`src/rtl/counter_seq_monitor.sv`:
```
// Watches a free-running counter's output and flags any step that is not +1 or a clear-to-zero.
// Also reports threshold hits and natural rollovers; every output is registered, one cycle after the sampling edge.
module counter_seq_monitor #(
  parameter int WIDTH  = 8,
  parameter int WRAP_W = 16
) (
  input  logic              clk,
  input  logic              rst_n,
  input  logic              en,
  input  logic [WIDTH-1:0]  q_in,
  input  logic              cnt_rst,
  input  logic [WIDTH-1:0]  thresh,
  input  logic              clr_err,
  output logic              hit,
  output logic              wrap,
  output logic [WRAP_W-1:0] wrap_cnt,
  output logic              err,
  output logic [1:0]        state
);

  typedef enum logic [1:0] {
    IDLE  = 2'd0,
    SYNC  = 2'd1,
    TRACK = 2'd2,
    ERROR = 2'd3
  } state_t;

  localparam logic [WIDTH-1:0]  Q_ONE    = {{(WIDTH-1){1'b0}}, 1'b1};
  localparam logic [WRAP_W-1:0] WRAP_ONE = {{(WRAP_W-1){1'b0}}, 1'b1};

  state_t             state_q, state_d;
  logic [WIDTH-1:0]   prev_q, prev_d;
  logic               rst_d_q, rst_d_d;
  logic               hit_q, hit_d;
  logic               wrap_q, wrap_d;
  logic [WRAP_W-1:0]  wrap_cnt_q, wrap_cnt_d;
  logic               err_q, err_d;

  logic [WIDTH-1:0]   prev_inc;
  logic               legal;
  logic               rollover;

  assign prev_inc = prev_q + Q_ONE;
  assign legal    = (q_in == prev_inc) || ((q_in == '0) && rst_d_q);
  // A zero produced by the upstream clear is legal but is not a rollover.
  assign rollover = (prev_q == '1) && (q_in == '0) && !rst_d_q;

  always_comb begin
    state_d    = state_q;
    prev_d     = prev_q;
    rst_d_d    = rst_d_q;
    hit_d      = 1'b0;
    wrap_d     = 1'b0;
    wrap_cnt_d = wrap_cnt_q;
    err_d      = err_q;

    if (!en) begin
      state_d = IDLE;
    end else begin
      prev_d  = q_in;
      rst_d_d = cnt_rst;
      case (state_q)
        IDLE:  state_d = SYNC;
        SYNC:  state_d = TRACK;
        TRACK: begin
          if (legal) begin
            hit_d  = (q_in == thresh);
            wrap_d = rollover;
            if (rollover && (wrap_cnt_q != '1)) begin
              wrap_cnt_d = wrap_cnt_q + WRAP_ONE;
            end
          end else if (!clr_err) begin
            state_d = ERROR;
            err_d   = 1'b1;
          end
        end
        ERROR: begin
          if (clr_err) begin
            state_d = SYNC;
          end
        end
        default: state_d = IDLE;
      endcase
    end

    // Clear takes priority over any error or wrap raised on the same edge.
    if (clr_err) begin
      wrap_cnt_d = '0;
      err_d      = 1'b0;
    end
  end

  always_ff @(posedge clk) begin
    if (!rst_n) begin
      state_q    <= IDLE;
      prev_q     <= '0;
      rst_d_q    <= 1'b0;
      hit_q      <= 1'b0;
      wrap_q     <= 1'b0;
      wrap_cnt_q <= '0;
      err_q      <= 1'b0;
    end else begin
      state_q    <= state_d;
      prev_q     <= prev_d;
      rst_d_q    <= rst_d_d;
      hit_q      <= hit_d;
      wrap_q     <= wrap_d;
      wrap_cnt_q <= wrap_cnt_d;
      err_q      <= err_d;
    end
  end

  assign hit      = hit_q;
  assign wrap     = wrap_q;
  assign wrap_cnt = wrap_cnt_q;
  assign err      = err_q;
  assign state    = state_q;

endmodule

```
`config.mk`:
```
export PLATFORM = sky130hd
export DESIGN_NAME = counter_seq_monitor
export DESIGN_NICKNAME = d
export VERILOG_FILES = /design/src/rtl/counter_seq_monitor.sv
export SDC_FILE = /design/constraint.sdc
export NUM_CORES = 1
export LEC_CHECK = 0
export ABC_AREA = 1
export CAP_MARGIN = 25
export CORE_UTILIZATION = 51
export CTS_CLUSTER_SIZE = 16
export DETAILED_ROUTE_END_ITERATION = 10
export HOLD_SLACK_MARGIN = 0.06
export PLACE_DENSITY = 0.78
export SLEW_MARGIN = 20
export SYNTH_ARGS = -nofsm -noshare
export SYNTH_HDL_FRONTEND = slang
export SYNTH_SLANG_ARGS = --single-unit
export TNS_END_PERCENT = 1
```
`constraint.sdc`:
```
create_clock -name clk -period 2.21 [get_ports clk]
set_input_delay 0.663 -clock clk [delete_from_list [all_inputs] [get_ports clk]]
set_output_delay 0.663 -clock clk [all_outputs]
set_load 0.005 [all_outputs]
```
== After elaboration in Yosys (flattened, before gate mapping) ==
Cells that the tools add are included.

* Flip-flop bits (word level): 30
* Word-level logic and storage cells: 39
* Output and inout bits: 21

* Equality and inequality tests: 10
* Reductions and logical operators: 14
* Add/sub/neg operators: 2
* Bitwise logic cells: 2
* Mux-type cells: 4

{| class="wikitable"
|+ Operators by type and width
! operator !! number
|-
| $add 16x1->16 const B || 1
|-
| $eq 8x8->1 || 2
|-
| $ne 16x16->1 const B || 1
|-
| $add 8x1->8 const B || 1
|-
| $eq 8x8->1 const B || 1
|-
| $logic_not 8->1 || 1
|-
| $pmux 2 s4 || 1
|-
| $reduce_and 4->1 || 2
|-
| $mux 2 || 3
|-
| $ne 2x2->1 const B || 3
|-
| $reduce_and 3->1 || 2
|-
| $eq 2x2->1 const B || 2
|-
| $logic_and 1x1->1 || 4
|-
| $eq 2x1->1 const B || 1
|-
| $logic_not 2->1 || 1
|-
| $not 1->1 || 2
|-
| $reduce_and 2->1 || 1
|-
| $reduce_or 2->1 || 1
|-
| $logic_not 1->1 || 1
|-
| $logic_or 1x1->1 || 1
|}

== Logic depth before layout (Yosys ltp) ==
* Word-level depth: 5
* Mapped depth: 15
* Gate-level depth less buffers: 14

== Worst setup path after synthesis ==
Ideal clock, no wire load.

* Kind: input to register
* Start point: input q_in[7]
* End point: register wrap_cnt_q[12] (netlist: wrap_cnt[12])
* Path buffers: 2
* Path slack: 0.238 ns
* Data required time: 2.078 ns
* Arrival: 1.839 ns
* Stages on the path: 10
* Path through: buf_2 > nor2_1 > nand3_1 > nor2_1 > nand3_1 > nor2_4 > nand3_2 > buf_4 > nand2_1 > a21oi_1

* Longest elaborated chain between the ends: 5
* Elaborated cells on any way between the ends: 8
* Classes of those cells: 1 x eq/ne; 7 x reduce/logical

{| class="wikitable"
|+ RTL lines
! element !! line !! source
|-
| from (decl) || 10 || <nowiki>input logic [WIDTH-1:0] q_in,</nowiki>
|-
| $logic_not 8->1 || 44, 46 ||
|-
| $logic_and 1x1->1 (2 in series) || 46 || <nowiki>assign rollover = (prev_q == '1) && (q_in == '0) && !rst_d_q;</nowiki>
|-
| $logic_and 1x1->1 || 69 || <nowiki>if (rollover && (wrap_cnt_q != '1)) begin</nowiki>
|-
| $reduce_and 4->1 (no source line) (*) || - ||
|-
| to (signal assigned) || 108 || <nowiki>wrap_cnt_q <= wrap_cnt_d;</nowiki>
|-
| to (decl) || 36 || <nowiki>logic [WRAP_W-1:0] wrap_cnt_q, wrap_cnt_d;</nowiki>
|}

Mark *: on every way between the ends. The rest lies on a longest branch, timed or not.
A chain may end at the register's enable or synchronous reset.

== Worst setup path in the final report ==
* Start point: input q_in[6]
* End point: register wrap_cnt_q[11] (netlist: wrap_cnt[11])

Same word-level chain as after synthesis.

==> flow_metrics.env <==
export IMPL_status="complete, no violations"
export IMPL_min_period_ns=2.04
export IMPL_fmax_mhz=489
export IMPL_hold_buffers=0
export IMPL_hold_path_end="err"
export IMPL_path_class="input pin to register"
export IMPL_hold_slack_ns=0.491
export IMPL_critPathCaptureType="register"
export IMPL_hold_viol=0
export IMPL_placed_cells=395
export IMPL_multi_input_area_um2=1190
export IMPL_wl_per_cell_um=12.3
export IMPL_slew_viol_final=0
export IMPL_cts_buffer_depth=2
export IMPL_p_per_area_nw_per_um2=442
export IMPL_track_usage=0.261
export IMPL_grt_max_degree=17
export IMPL_ant_nets=0
export IMPL_yosys_area_top_type="dfxtp_1"
export IMPL_drcViolationCount=0
export IMPL_rsz0062_at_grt="false"
export IMPL_cp_max_fo=16
export IMPL_syn_to_final_growth_pct=34.2
export IMPL_drt_total_wl_mm=4.94
export IMPL_reg2reg_from="prev_q[0]"
export IMPL_syn_avg_cell_area_um2=6.62
export IMPL_finalNetCount=380
export IMPL_p_leak_nw=1.09
export IMPL_rr_worst_depth=13
export IMPL_cts_sinks=30
export IMPL_dp_hpwl_mm=3.53
export IMPL_gp_congestion=0.869
export IMPL_ys_top_cells_by_area="dfxtp_1 (31%), nand2_1 (14%), nand4_1 (6.7%)"
export IMPL_synth_ff_type="dfxtp_1"
export IMPL_htree_levels=2
export IMPL_top_level_ports=42
export IMPL_cts_tree="yes"
export IMPL_rrSetupSlack_ns=0.19
export IMPL_first_global_vias=1873
export IMPL_fill_cells=337
export IMPL_period_share=0.925
export IMPL_rows=22
export IMPL_synth_nets=323
export IMPL_cp_start_kind="input pin"
export IMPL_clkTransAtPathRegs_ns=0.06
export IMPL_drtIter0Drc=178
export IMPL_n_antenna_cell=0
export IMPL_ys_warn_count=0
export IMPL_viasPerCell=5.29
export IMPL_fp_dieArea_um2=4110
export IMPL_drtPass1Iterations=4
export IMPL_worstHoldPathCells=1
export IMPL_cts_made_buffers=5
export IMPL_drive_above_1_share=0.0989
export IMPL_syn_inst=297
export IMPL_start_util=0.533
export IMPL_critical_path_required_ns=2.36
export IMPL_crit_arrival_ns=2.20
export IMPL_hp_start="err"
export IMPL_die_w_um=64.1
export IMPL_netlist_top_cells_count="nand2_1 (73), dfxtp_1 (30), nor2_1 (30)"
export IMPL_port_buffers=41
export IMPL_cts_root_buf="clkbuf_8"
export IMPL_die_h_um=64.1
export IMPL_synth_top_area_frac=0.305
export IMPL_insertion_delay_ns=0.29
export IMPL_r2r_end="wrap_cnt[11]"
export IMPL_grt_antenna_before_repair=0
export IMPL_cts_setup_buffers=0
export IMPL_grt_pass1_wl_mm=8.28
export IMPL_max_slew_margin_rel=0.663
export IMPL_overflow=0
export IMPL_finClkSkew_ns=0.00292
export IMPL_post_cts_resized=0
export IMPL_async_flop_share=0
export IMPL_tightest_slew_ns=0.505
export IMPL_ys_seq_area_frac=0.305
export IMPL_ys_ff_latch=30
export IMPL_maxCapViolCount=0
export IMPL_core_area_um2=3690
export IMPL_setup_viol=0
export IMPL_synth_edff_count=0
export IMPL_stdcell_count=402
export IMPL_via_count=2128
export IMPL_max_vdd_ir_drop_v=0.000446
export IMPL_synth_cell_types=27
export IMPL_synth_most_common_cell="nand2_1"
export IMPL_register_area_um2=601
export IMPL_netlist_area_um2=1970
export IMPL_worst_hold_path_type="register to register"
layer usage:
metal / share of wire / GRT usage
met1: 0.45 / 0.339
met2: 0.46 / 0.416
met3: 0.066 / 0.0554
met4: 0.022 / 0.114
met5: 0 / 0
flip-flops by register name, indices dropped and copies added (netlist names):
register,cells
wrap,1
prev_q,8
state,2
rst_d_q,1
hit,1
wrap_cnt,16
err,1
critical path: stages:
cell and delay, ns:
clkdlybuf4s50_1 0.42, nor2_1 0.11, nand3_1 0.08, nor2_1 0.19
buf_4 0.15, nand2_1 0.07, nand2_2 0.12, nand3_2 0.10
buf_12 0.16, nand2_1 0.05, a21oi_1 0.07
layout make-up:
cell class                 instances  area share
tap                               48      0.0227
sequential                        30       0.227
inverter                          31      0.0441
multi-input combinational        226       0.452
clock buffer                       7      0.0289
timing repair buffer              60       0.225
kinds of logic after synthesis:
family	count (synthesis)	synth area share
buffers and inverters	41	0.0916
AOI/OAI and AO/OA	36	0.0929
muxes	1	0.00509
and+or+nand+nor	160	0.366
DFF	30	0.305
adders and majority gates	5	0.0318
xor gates and xnor gates	24	0.107
where the power goes:
group          internal (mW)  switching, mW
registers              0.555         0.0187
logic                 0.0906         0.0849
clock network          0.216          0.203
how the worst max path moves through the flow:
| stage | start | end | slack (ns) |
|---|---|---|---|
| 6_report | q_in[6] | wrap_cnt[11] | 0.17 |
| 5_1_grt | q_in[6] | wrap_cnt[11] | 0.02 |
| 4_1_cts | q_in[7] | wrap_cnt[11] | 0.04 |
| 3_5_place_dp | q_in[7] | wrap_cnt[11] | -0.25 |
| 3_3_place_gp | q_in[0] | wrap_cnt[1] | -0.15 |
| 2_1_floorplan | q_in[7] | wrap_cnt[12] | 0.24 |
cells in the final DEF, fill, tap and decap left out:
| cell | synthesis | layout |
|---|---|---|
| nand3_2 | 2 | 2 |
| nand3_1 | 20 | 20 |
| mux2i_1 | 1 | 1 |
| o21ai_1 | 1 | 1 |
| a21oi_1 | 24 | 23 |
| nor2_2 | 2 | 2 |
| nand4_1 | 21 | 21 |
| nor2_4 | 1 | 1 |
| o21ai_0 | 10 | 10 |
| xnor2_1 | 14 | 14 |
| o21a_1 | 1 | 1 |
| nor2_1 | 30 | 30 |
| ha_1 | 5 | 5 |
| dfxtp_1 | 30 | 30 |
| and3_1 | 1 | 1 |
| buf_8 | 0 | 1 |
| a21oi_2 | 0 | 1 |
| nor3_1 | 8 | 8 |
| clkdlybuf4s50_1 | 0 | 34 |
| clkbuf_8 | 0 | 5 |
| buf_6 | 2 | 1 |
| clkbuf_1 | 2 | 2 |
| nand2_1 | 73 | 72 |
| xor2_1 | 10 | 10 |
| buf_12 | 0 | 1 |
| inv_1 | 28 | 27 |
| dlymetal6s2s_1 | 0 | 7 |
| clkinv_1 | 2 | 2 |
| buf_4 | 2 | 16 |
| inv_2 | 1 | 2 |
| nand2_2 | 2 | 3 |
per-stage QoR:
step	power, mW	setup TNS, ns	setup WS, ns	utilization	instance area (um2)
after detailed placement	0.758	-3.91	-0.251	0.686	2530
after floorplan	0.673	0	0.238	-	1970
after global placement	0.754	-2.74	-0.153	0.686	2530
after CTS	1.17	0	0.0383	0.706	2610
after global routing	1.22	0	0.0170	0.716	2640
final	1.17	0	0.165	0.716	2640
No activity file was read; power rests on OpenSTA's default activity.
